--- src/rtl/rr_grant.sv ---
// Four-way round-robin grant with hold limit, forced release and grant counter.
// One-hot registered grant; a one-cycle gap always separates two grants.
module rr_grant #(
  parameter int unsigned HOLD_MAX = 15
) (
  input  logic       clk,
  input  logic       rst_n,
  input  logic [3:0] req,
  input  logic       done,
  output logic [3:0] gnt,
  output logic [1:0] gnt_id,
  output logic       busy,
  output logic       any_req,
  output logic       timeout,
  output logic [7:0] grant_cnt
);

  localparam logic [1:0] S_IDLE  = 2'd0;
  localparam logic [1:0] S_GRANT = 2'd1;
  localparam logic [1:0] S_REL   = 2'd2;

  localparam logic [7:0] HOLD_LIM = 8'(HOLD_MAX - 1);

  logic [1:0] state;
  logic [1:0] ptr;
  logic [7:0] hold;

  logic       pick_vld;
  logic [1:0] pick_id;
  logic [1:0] cand;
  logic       hold_hit;
  logic       own_req;
  logic       leave;

  // Scan from ptr downwards in priority so the nearest set bit wins last.
  always_comb begin
    pick_vld = 1'b0;
    pick_id  = ptr;
    cand     = ptr;
    for (int i = 3; i >= 0; i--) begin
      cand = ptr + 2'(i);
      if (req[cand]) begin
        pick_vld = 1'b1;
        pick_id  = cand;
      end
    end
  end

  assign hold_hit = (hold == HOLD_LIM);
  assign own_req  = req[gnt_id];
  assign leave    = done | ~own_req | hold_hit;

  always_ff @(posedge clk or negedge rst_n) begin
    if (!rst_n) begin
      state     <= S_IDLE;
      gnt       <= 4'b0;
      gnt_id    <= 2'd0;
      busy      <= 1'b0;
      any_req   <= 1'b0;
      timeout   <= 1'b0;
      grant_cnt <= 8'd0;
      ptr       <= 2'd0;
      hold      <= 8'd0;
    end else begin
      any_req <= |req;
      timeout <= 1'b0;
      case (state)
        S_GRANT: begin
          hold <= hold + 8'd1;
          if (leave) begin
            state   <= S_REL;
            gnt     <= 4'b0;
            busy    <= 1'b0;
            ptr     <= gnt_id + 2'd1;
            timeout <= hold_hit;
          end
        end
        S_IDLE, S_REL: begin
          if (pick_vld) begin
            state     <= S_GRANT;
            gnt       <= 4'b1 << pick_id;
            gnt_id    <= pick_id;
            busy      <= 1'b1;
            hold      <= 8'd0;
            grant_cnt <= grant_cnt + 8'd1;
          end else begin
            state <= S_IDLE;
          end
        end
        default: begin
          state <= S_IDLE;
          gnt   <= 4'b0;
          busy  <= 1'b0;
        end
      endcase
    end
  end

endmodule

--- config.mk ---
export PLATFORM = sky130hd
export DESIGN_NAME = rr_grant
export DESIGN_NICKNAME = d
export VERILOG_FILES = /design/src/rtl/rr_grant.sv
export SDC_FILE = /design/constraint.sdc
export NUM_CORES = 1
export LEC_CHECK = 0
export ABC_AREA = 1
export CORE_MARGIN = 10
export CORE_UTILIZATION = 50
export CTS_BUF_LIST = sky130_fd_sc_hd__clkbuf_8
export DETAILED_ROUTE_END_ITERATION = 8
export GPL_TIMING_DRIVEN = 0
export HOLD_SLACK_MARGIN = 0.08
export PLACE_DENSITY = 0.89
export SYNTH_ARGS = -nofsm -noshare
export SYNTH_HDL_FRONTEND = slang
export SYNTH_SLANG_ARGS = --single-unit
--- constraint.sdc ---
create_clock -name clk -period 1.4 [get_ports clk]
set_input_delay 0.21 -clock clk [delete_from_list [all_inputs] [get_ports clk]]
set_output_delay 0.21 -clock clk [all_outputs]
set_load 0.005 [all_outputs]
==> reports/metrics.cfg <==
[sta]
min_period_ns=1.51
max_freq_ghz=0.663
clock-skew-final_ns=0.00561
slew_viol_final=0
slew-limit-headroom_pct=57.0
fin_worst_hold_slack_ns=0.483
rsz0062_at_grt=true
tightest_slew_ns=0.644
fin_crit_sh_pct=108
hold_viol_final=0
setup_ws_ns=-0.107
setup_violations=13

[global_route]
antenna_found_initial=0
grt_max_degree=30
first_global_vias=1434
grt_overflow=0
grt_pass1_wl_mm=6.29
track_usage_pct=14.5

[logic_synthesis]
ys_ff_latch=29
synth-main-ff-cell=dfrtp_1
synth-edff-count=0
synth_top_cell_area_share_pct=46.9
yosysTopAreaCell=dfrtp_1
ys_top_cells_by_area=dfrtp_1 47%, nand2_1 12%, nand3_1 6.8%, xnor2_1 4.5%, nand2_2 4.4%
syn_nets=197
async_flop_share_pct=100
yosysMostFrequentCell=nand2_1
synthDistinctLibCells=26
synth_common_cells=51 x nand2_1, 29 x dfrtp_1, 21 x nand3_1
yosys_warnings=0
ys_seq_area_share_pct=46.9
syn_area_sq_um=1550
syn_avg_cell_area_sq_um=8.27
syn_inst=187

[finish]
antenna_cells=0
final_nets=251
drive_gt1_share_pct=35.5
syn_to_final_growth_pct=47.9
nFillCells=174

[detailed_routing]
drtAntennaViolNets=0
dr.pass1.iters=4
met3_length_um=246
wire_per_inst_um=17.0
top_layer_used=met4
wirelength_met1_mm=1.81
vias=1573
wirelength_mm=4.67
drt_iter0_markers=117
wl_met2_mm=2.42
drc=0
vias_per_cell=5.72

[floorplan]
core_sq_um=3000
num_rows=20
die_h_um=75.6
io_pins=24
start_util_pct=51.5
die_w_um=75.6
die_area_sq_um=5720

[worst_hold_path]
min_path_type=primary input to async pin

[setup_path]
endpoint_kind=flop
r2r_cells=8
crit_required_ns=1.60
critical_path_arrival_ns=1.71
setup.worst_path.start_class=flop
cp_max_fo=5
critPathKind=flop to flop

[clock_network]
clk_pin_slew_worst_paths_ns=0.07
root_buffer=clkbuf_8
clk_path_buf_depth=2
clk_latency_ns=0.29
cts_tree=built
htree_num_levels=2
cts_buffers=5
cts_sinks=29

[outcome]
status=complete, but fails checks
violations=setup timing

[job]
drv_cap=0

[place]
dp_hpwl_mm=2.36
gp_congestion=0.891
portBuffers=23

[pwr]
ir_drop_mv=1.29
power.leakage_nw=1.20
p_per_area_nw_per_um2=2390
power_mw=5.47

## critical path, stage by stage (launching register included)
cell     delay [ns]
dfrtp_1        0.38
buf_4          0.16
a21oi_1        0.12
o21ai_0        0.10
o21ai_1        0.11
nand3_2        0.18
nand2_4        0.16
nand2_1        0.08
o21ai_1        0.11
## metal layers
layer  up-vias  global-route usage [%]
li1        718                       -
met1       771                    15.6
met2        60                    24.6
met3        24                    5.21
met4         0                    7.01
met5         -                       0
## logic make-up after synthesis
kind of cell	after synthesis	synth area share, %
xor gates and xnor gates	12	6.80
adders and majority gates	3	2.43
buffers and inverters	24	6.71
and+or+nand+nor	102	31.1
AOI/OAI and AO/OA	17	6.07
DFF	29	46.9
## layout by cell type (no fill, tap or decap), types with 3 or more instances in the layout
master / count
nand2_1: 38
dfrtp_1: 27
buf_4: 22
nand2_2: 21
inv_1: 14
clkdlybuf4s50_1: 13
nand3_1: 12
nand3_2: 10
xnor2_1: 8
nor2_1: 7
dlymetal6s2s_1: 6
inv_2: 5
o21ai_0: 5
clkbuf_8: 5
nand4_1: 4
o21ai_1: 4
xor2_1: 4
nand2_4: 3
o22ai_1: 3
dlygate4sd2_1: 3
## power breakdown
| part | total [mW] | switching (mW) | internal, mW | leakage (nW) |
|---|---|---|---|---|
| Combinational | 3.06 | 1.75 | 1.32 | 0.759 |
| Sequential | 1.36 | 0.247 | 1.11 | 0.370 |
| Clock | 1.05 | 0.340 | 0.707 | 0.0681 |
## final timing paths
| kind | start | to | slack [ns] |
|---|---|---|---|
| max in group asynchronous | rst_n | gnt_id[0] | 0.46 |
| min in group clk | gnt[2] | gnt[2] | 0.50 |
| worst min-delay path | rst_n | ptr[0] | 0.48 |
| worst max-delay path | gnt_id[1] | ptr[1] | -0.11 |
| worst max register to register | gnt_id[1] | ptr[1] | -0.11 |
| worst min register to register | gnt[2] | gnt[2] | 0.50 |
## final cells by class
| class | instances | area [sq um] | share of cell area (%) |
|---|---|---|---|
| Tap cell | 33 | 41.3 | 1.81 |
| Clock buffer | 5 | 68.8 | 3.01 |
| Clock inverter | 3 | 65.1 | 2.84 |
| Timing Repair Buffer | 47 | 417 | 18.2 |
| Inverter | 22 | 97.6 | 4.27 |
| Multi-Input combinational cell | 134 | 843 | 36.9 |
| Sequential cell | 29 | 728 | 31.8 |
| Buffer | 2 | 26.3 | 1.15 |
## repair_timing
| item | CTS | global route |
|---|---|---|
| endpoints found under the setup margin | 46 | 27 |
| pin swaps | 11 | 17 |
| resized for setup | 21 | 41 |
| gates cloned | 1 | 0 |
| hold buffers | 0 | 1 |
| hold endpoints to repair | 0 | 29 |
| buffers inserted | 10 | 12 |
## flip-flops by register name, summed over array words and instances, names as in the netlist
name       cells
busy           1
grant_cnt      8
state          2
gnt            4
ptr            2
timeout        1
hold           8
any_req        1
gnt_id         2
## stage by stage
step / instance area [sq um] / TNS, ns / instances / util, % / setup WS [ns]
after floorplan: 1550 / 0 / 187 / - / 0.106
after global placement: 1820 / -14.21 / 243 / 60.5 / -0.324
after detailed placement: 1820 / -15.66 / 243 / 60.5 / -0.365
after CTS: 2080 / -0.0145 / 262 / 69.1 / -0.0135
after global routing: 2290 / -2.10 / 275 / 76.2 / -0.213
final: 2290 / -0.435 / 275 / 76.2 / -0.107
Note: power is estimated with default switching activity, not from simulation.
